[config.mk]
export PLATFORM = sky130hd
export DESIGN_NAME = reset_ctrl
export DESIGN_NICKNAME = d
export VERILOG_FILES = /design/src/rtl/reset_ctrl.sv
export SDC_FILE = /design/constraint.sdc
export NUM_CORES = 1
export LEC_CHECK = 0
export ABC_AREA = 1
export CAP_MARGIN = 10
export CELL_PAD_IN_SITES_DETAIL_PLACEMENT = 1
export CELL_PAD_IN_SITES_GLOBAL_PLACEMENT = 2
export CORE_MARGIN = 3
export CORE_UTILIZATION = 33
export DETAILED_ROUTE_END_ITERATION = 6
export PLACE_DENSITY_LB_ADDON = 0.05
export SLEW_MARGIN = 5
export SYNTH_ARGS = -nofsm -noshare
export SYNTH_HDL_FRONTEND = slang
export SYNTH_SLANG_ARGS = --single-unit
[constraint.sdc]
create_clock -name clk -period 2.6 [get_ports clk]
set_input_delay 0.52 -clock clk [delete_from_list [all_inputs] [get_ports clk]]
set_output_delay 0.52 -clock clk [all_outputs]
set_load 0.01 [all_outputs]
[src/rtl/reset_ctrl.sv]
// Reset sequencer: async assert / sync release of global_rst, warm resets, cause and count reporting.
// Optional watchdog reset enabled by defining RESET_CTRL_WDT_EN.
module reset_ctrl #(
    parameter int SYNC_STAGES    = 2,
    parameter int HOLD_CYCLES    = 16,
    parameter int SW_HOLD_CYCLES = 4,
    parameter int CNT_W          = 8,
    parameter int WDT_CYCLES     = 1048576
) (
    input  logic             clk,
    input  logic             rst,
    input  logic             sw_rst_req,
    input  logic             wdt_kick,
    output logic             global_rst,
    output logic             rst_done,
    output logic             sw_rst_ack,
    output logic [1:0]       rst_cause,
    output logic [CNT_W-1:0] rst_count
);

    localparam logic [1:0] ST_SYNC = 2'd0;
    localparam logic [1:0] ST_HOLD = 2'd1;
    localparam logic [1:0] ST_RUN  = 2'd2;

    localparam logic [1:0] CAUSE_EXT = 2'b00;
    localparam logic [1:0] CAUSE_SW  = 2'b01;
    localparam logic [1:0] CAUSE_WDT = 2'b10;

    localparam int HOLD_MAX = (HOLD_CYCLES > SW_HOLD_CYCLES) ? HOLD_CYCLES : SW_HOLD_CYCLES;
    localparam int HOLD_W   = $clog2(HOLD_MAX + 1);
    localparam int WDT_W    = $clog2(WDT_CYCLES + 1);
    localparam logic [CNT_W-1:0] CNT_MAX = '1;

    logic [SYNC_STAGES-1:0] sync_q, sync_d;
    logic [1:0]             state_q, state_d;
    logic [HOLD_W-1:0]      hold_q, hold_d;
    logic                   global_rst_q, global_rst_d;
    logic                   rst_done_q, rst_done_d;
    logic                   sw_rst_ack_q, sw_rst_ack_d;
    logic [1:0]             rst_cause_q, rst_cause_d;
    logic [CNT_W-1:0]       rst_count_q, rst_count_d;
    logic                   wdt_fire;

`ifdef RESET_CTRL_WDT_EN
    logic [WDT_W-1:0] wdt_q, wdt_d;

    // Counter only advances in RUN; a kick in the expiry cycle clears it instead of firing.
    always_comb begin
        wdt_d    = '0;
        wdt_fire = 1'b0;
        if (state_q == ST_RUN && !wdt_kick && !sw_rst_req) begin
            if (wdt_q == WDT_W'(WDT_CYCLES - 1)) begin
                wdt_fire = 1'b1;
            end else begin
                wdt_d = wdt_q + 1'b1;
            end
        end
    end

    always_ff @(posedge clk or posedge rst) begin
        if (rst) begin
            wdt_q <= '0;
        end else begin
            wdt_q <= wdt_d;
        end
    end
`else
    logic [WDT_W-1:0] unused_wdt;
    assign unused_wdt = {WDT_W{wdt_kick}};
    assign wdt_fire   = 1'b0;
`endif

    always_comb begin
        sync_d       = {sync_q[SYNC_STAGES-2:0], 1'b0};
        state_d      = state_q;
        hold_d       = hold_q;
        rst_done_d   = 1'b0;
        sw_rst_ack_d = 1'b0;
        rst_cause_d  = rst_cause_q;
        rst_count_d  = rst_count_q;
        case (state_q)
            // Move on the edge the synchronizer output goes low so release latency is SYNC_STAGES+HOLD_CYCLES.
            ST_SYNC: begin
                if (!sync_d[SYNC_STAGES-1]) begin
                    state_d = ST_HOLD;
                    hold_d  = HOLD_W'(HOLD_CYCLES);
                end
            end
            ST_HOLD: begin
                if (hold_q <= HOLD_W'(1)) begin
                    state_d    = ST_RUN;
                    hold_d     = '0;
                    rst_done_d = 1'b1;
                end else begin
                    hold_d = hold_q - 1'b1;
                end
            end
            ST_RUN: begin
                if (sw_rst_req || wdt_fire) begin
                    state_d      = ST_HOLD;
                    hold_d       = HOLD_W'(SW_HOLD_CYCLES);
                    sw_rst_ack_d = sw_rst_req;
                    rst_cause_d  = sw_rst_req ? CAUSE_SW : CAUSE_WDT;
                    if (rst_count_q != CNT_MAX) begin
                        rst_count_d = rst_count_q + 1'b1;
                    end
                end
            end
            default: begin
                state_d = ST_SYNC;
                hold_d  = '0;
            end
        endcase
        global_rst_d = (state_d != ST_RUN);
    end

    always_ff @(posedge clk or posedge rst) begin
        if (rst) begin
            sync_q       <= '1;
            state_q      <= ST_SYNC;
            hold_q       <= '0;
            global_rst_q <= 1'b1;
            rst_done_q   <= 1'b0;
            sw_rst_ack_q <= 1'b0;
            rst_cause_q  <= CAUSE_EXT;
            rst_count_q  <= '0;
        end else begin
            sync_q       <= sync_d;
            state_q      <= state_d;
            hold_q       <= hold_d;
            global_rst_q <= global_rst_d;
            rst_done_q   <= rst_done_d;
            sw_rst_ack_q <= sw_rst_ack_d;
            rst_cause_q  <= rst_cause_d;
            rst_count_q  <= rst_count_d;
        end
    end

    assign global_rst = global_rst_q;
    assign rst_done   = rst_done_q;
    assign sw_rst_ack = sw_rst_ack_q;
    assign rst_cause  = rst_cause_q;
    assign rst_count  = rst_count_q;

endmodule

==> metrics.yaml <==
setup_path:
  cp_top_family: "flip-flops"
  critPathMaxFanout: 1
  end_kind: "output pin"
  criticalPathCategory: "reg2out"
  slowest_delay_ns: 0.53
  crit_buf_inv: 1
  cp-start-kind: "register"
  cp.required_ns: 2.08
  cp_cell_sequence: "clkdlybuf4s50_1"
  crit_path_top_delay_cell: "dfstp_2"
  worst_ep_arrival_time_ns: 1.37
placed_design:
  postPlaceCellArea_sq_um: 1240
  gpl.final_weighted_congestion: 0.748
  portBuffers: 14
  place_inst: 176
  dpl.hpwl_um: 1600
sta:
  worst_clock_skew_ns: 0.00229
  worst_slew_pin_slew_ns: 0.759
  whs_ns: 0.489
  tns_ns: 0
  final_hold_viol_count: 0
  period_needed_ns: 1.89
  worst_slew_margin_rel_pct: 49.3
  rsz0062_at_grt: "false"
  fmaxAchievable_mhz: 528
  share_of_the_clock_period_used_by_the_worst_path_after_layout_pct: 72.8
  finalMaxSlewViolations: 0
  setup_viol: 0
route:
  route.vias.total: 802
  wl_per_cell_um: 11.3
  route.detailed.drc: 0
  routed_wl_um: 2040
  firstDrtPassIters: 3
  post_drt_via_cell_ratio: 4.46
  drtAntennaViolNets: 0
  drt_iter0_drc: 47
global_route:
  first_global_vias: 838
  grt_first_pass_wirelength_um: 3810
  track_usage_pct: 12.5
  grt_max_degree: 21
  globalRoute.totalOverflow: 0
  initial_antenna_violation_count: 0
outcome:
  status: "completed"
power:
  worst_ir_drop_vdd_uv: 382
  power.density_nw_per_um2: 890
  p_leak_uw: 0.000642
cts:
  post_cts_hold_buffer_count: 0
  cts-resized-gates: 0
  clock_tree.htree_level_count: 1
  cts.sink_count: 20
  postCtsSetupBuffers: 0
  cts_made_buffers: 3
  clock-root-buffer: "clkbuf_4"
  clk_pin_slew_worst_paths_ns: 0.11
  tritoncts: "done"
  cts_buffer_depth: 2
  clock_insertion_delay_worst_skew_ns: 0.31
cells_and_area:
  layout.cells.non_filler: 180
  drive_gt1_share_pct: 13.8
  leading_cell_type_in_the_layout_fill_and_taps_excluded: "nand2_1"
  final_cell_mix: "nand2_1 (36), dfrtp_1 (18), inv_1 (14), clkdlybuf4s50_1 (14), nor2_1 (10)"
  layout-area-overhead-vs-synth_pct: 21.5
  n_antenna_cell: 0
  design_area_sq_um: 1270
  finalNetCount: 146
die:
  starting_utilization_of_the_core_area_pct: 36.4
  die_width_um: 62.3
  design.die.area_sq_um: 3890
  core_area_sq_um: 2880
  chipHeight_um: 62.3
  io_pins: 17
  placement_rows: 19
logic_synthesis:
  ys.flop_type: "dfrtp_1"
  async_reset_ff_share_pct: 100
  syn-mean-instance-area_sq_um: 8.73
  netlist_area_before_placement_sq_um: 1050
  synth_seq_area_share_pct: 48.0
  number_of_standard_cells_after_synthesis: 120
  ys_types: 29
  ys_seq_elements: 20
  synth_enable_flop_cells: 0
  yosysWarningCount: 0
flow_run:
  max_cap_violations: 0
min_path:
  hold_path.class: "reg2reg"
## sequential cells by signal, summed over array words and instances (netlist names)
name / cells
rst_cause: 1
sync_q: 1
hold_q: 5
sw_rst_ack: 1
rst_count: 8
rst_done: 1
global_rst: 1
state_q: 2
## layer usage
| metal | GRT usage [%] | routed length, um | vias to the layer above |
|---|---|---|---|
| li1 | - | - | 405 |
| met1 | 16.3 | 1010 | 379 |
| met2 | 18.7 | 887 | 13 |
| met3 | 4.32 | 98 | 5 |
| met4 | 5.79 | 39 | 0 |
| met5 | 0 | 0 | - |
## synthesized netlist by cell type, types with 3 or more instances
cell	n	area (sq um)
xor2_1	4	35.0
nand3_1	4	20.0
nand2_1	36	135
inv_1	14	52.6
nor2_1	10	37.5
xnor2_1	3	26.3
dfrtp_1	18	450
ha_1	3	37.5
o21ai_0	3	15.0
## cell families (layout without fill, tap and decap cells)
family | after synthesis | count (layout) | share of synthesized area (%)
and+or+nand+nor | 60 | 60 | 26.8
buffers and inverters | 18 | 35 | 7.77
DFF | 20 | 20 | 48.0
adders and majority gates | 3 | 3 | 3.58
AOI/OAI and AO/OA | 10 | 10 | 6.09
other | 1 | 2 | 0.358
xor gates and xnor gates | 8 | 8 | 7.41
## power by group
group          switching [uW]  total (uW)  internal, uW  leakage, uW
clock network             102         187          85.6    0.0000210
registers                84.1         487           403     0.000253
logic                     244         458           213     0.000368
total                     430        1130           702     0.000642
## per-stage QoR
| stage | setup slack [ns] | utilization [%] | power (uW) |
|---|---|---|---|
| detailed placement | 0.963 | 43.0 | 961 |
| finish | 0.707 | 44.2 | 1130 |
| global placement | 0.994 | 43.0 | 944 |
| floorplan | 1.33 | - | 802 |
| global route | 0.650 | 44.2 | 1240 |
| CTS | 0.678 | 44.2 | 1160 |
## area by class of cell
| type | instances | area (sq um) |
|---|---|---|
| fillers | 347 | 1600 |
| well taps | 42 | 52.6 |
| clock buffers | 4 | 36.3 |
| repair buffers | 14 | 140 |
| inverters | 17 | 73.8 |
| multi-input cells | 83 | 467 |
| flip-flops and latches | 20 | 503 |
## final timing paths
check                                         start                  endpoint  slack [ns]  cells after the start
min reg2reg                rst_cause[0]$_DFFE_PP0P_  rst_cause[0]$_DFFE_PP0P_        0.49                      1
max                            global_rst$_DFF_PP1_                global_rst        0.71                      1
max in group asynchronous                       rst  rst_count[6]$_DFFE_PP0P_        1.50                      2
min in group asynchronous                       rst     hold_q[2]$_DFFE_PP0P_        0.63                      2
max reg2reg                   hold_q[1]$_DFFE_PP0P_      state_q[0]$_DFF_PP0_        1.21                      6
min                        rst_cause[0]$_DFFE_PP0P_  rst_cause[0]$_DFFE_PP0P_        0.49                      1
Power figures use the tool's default switching activity.
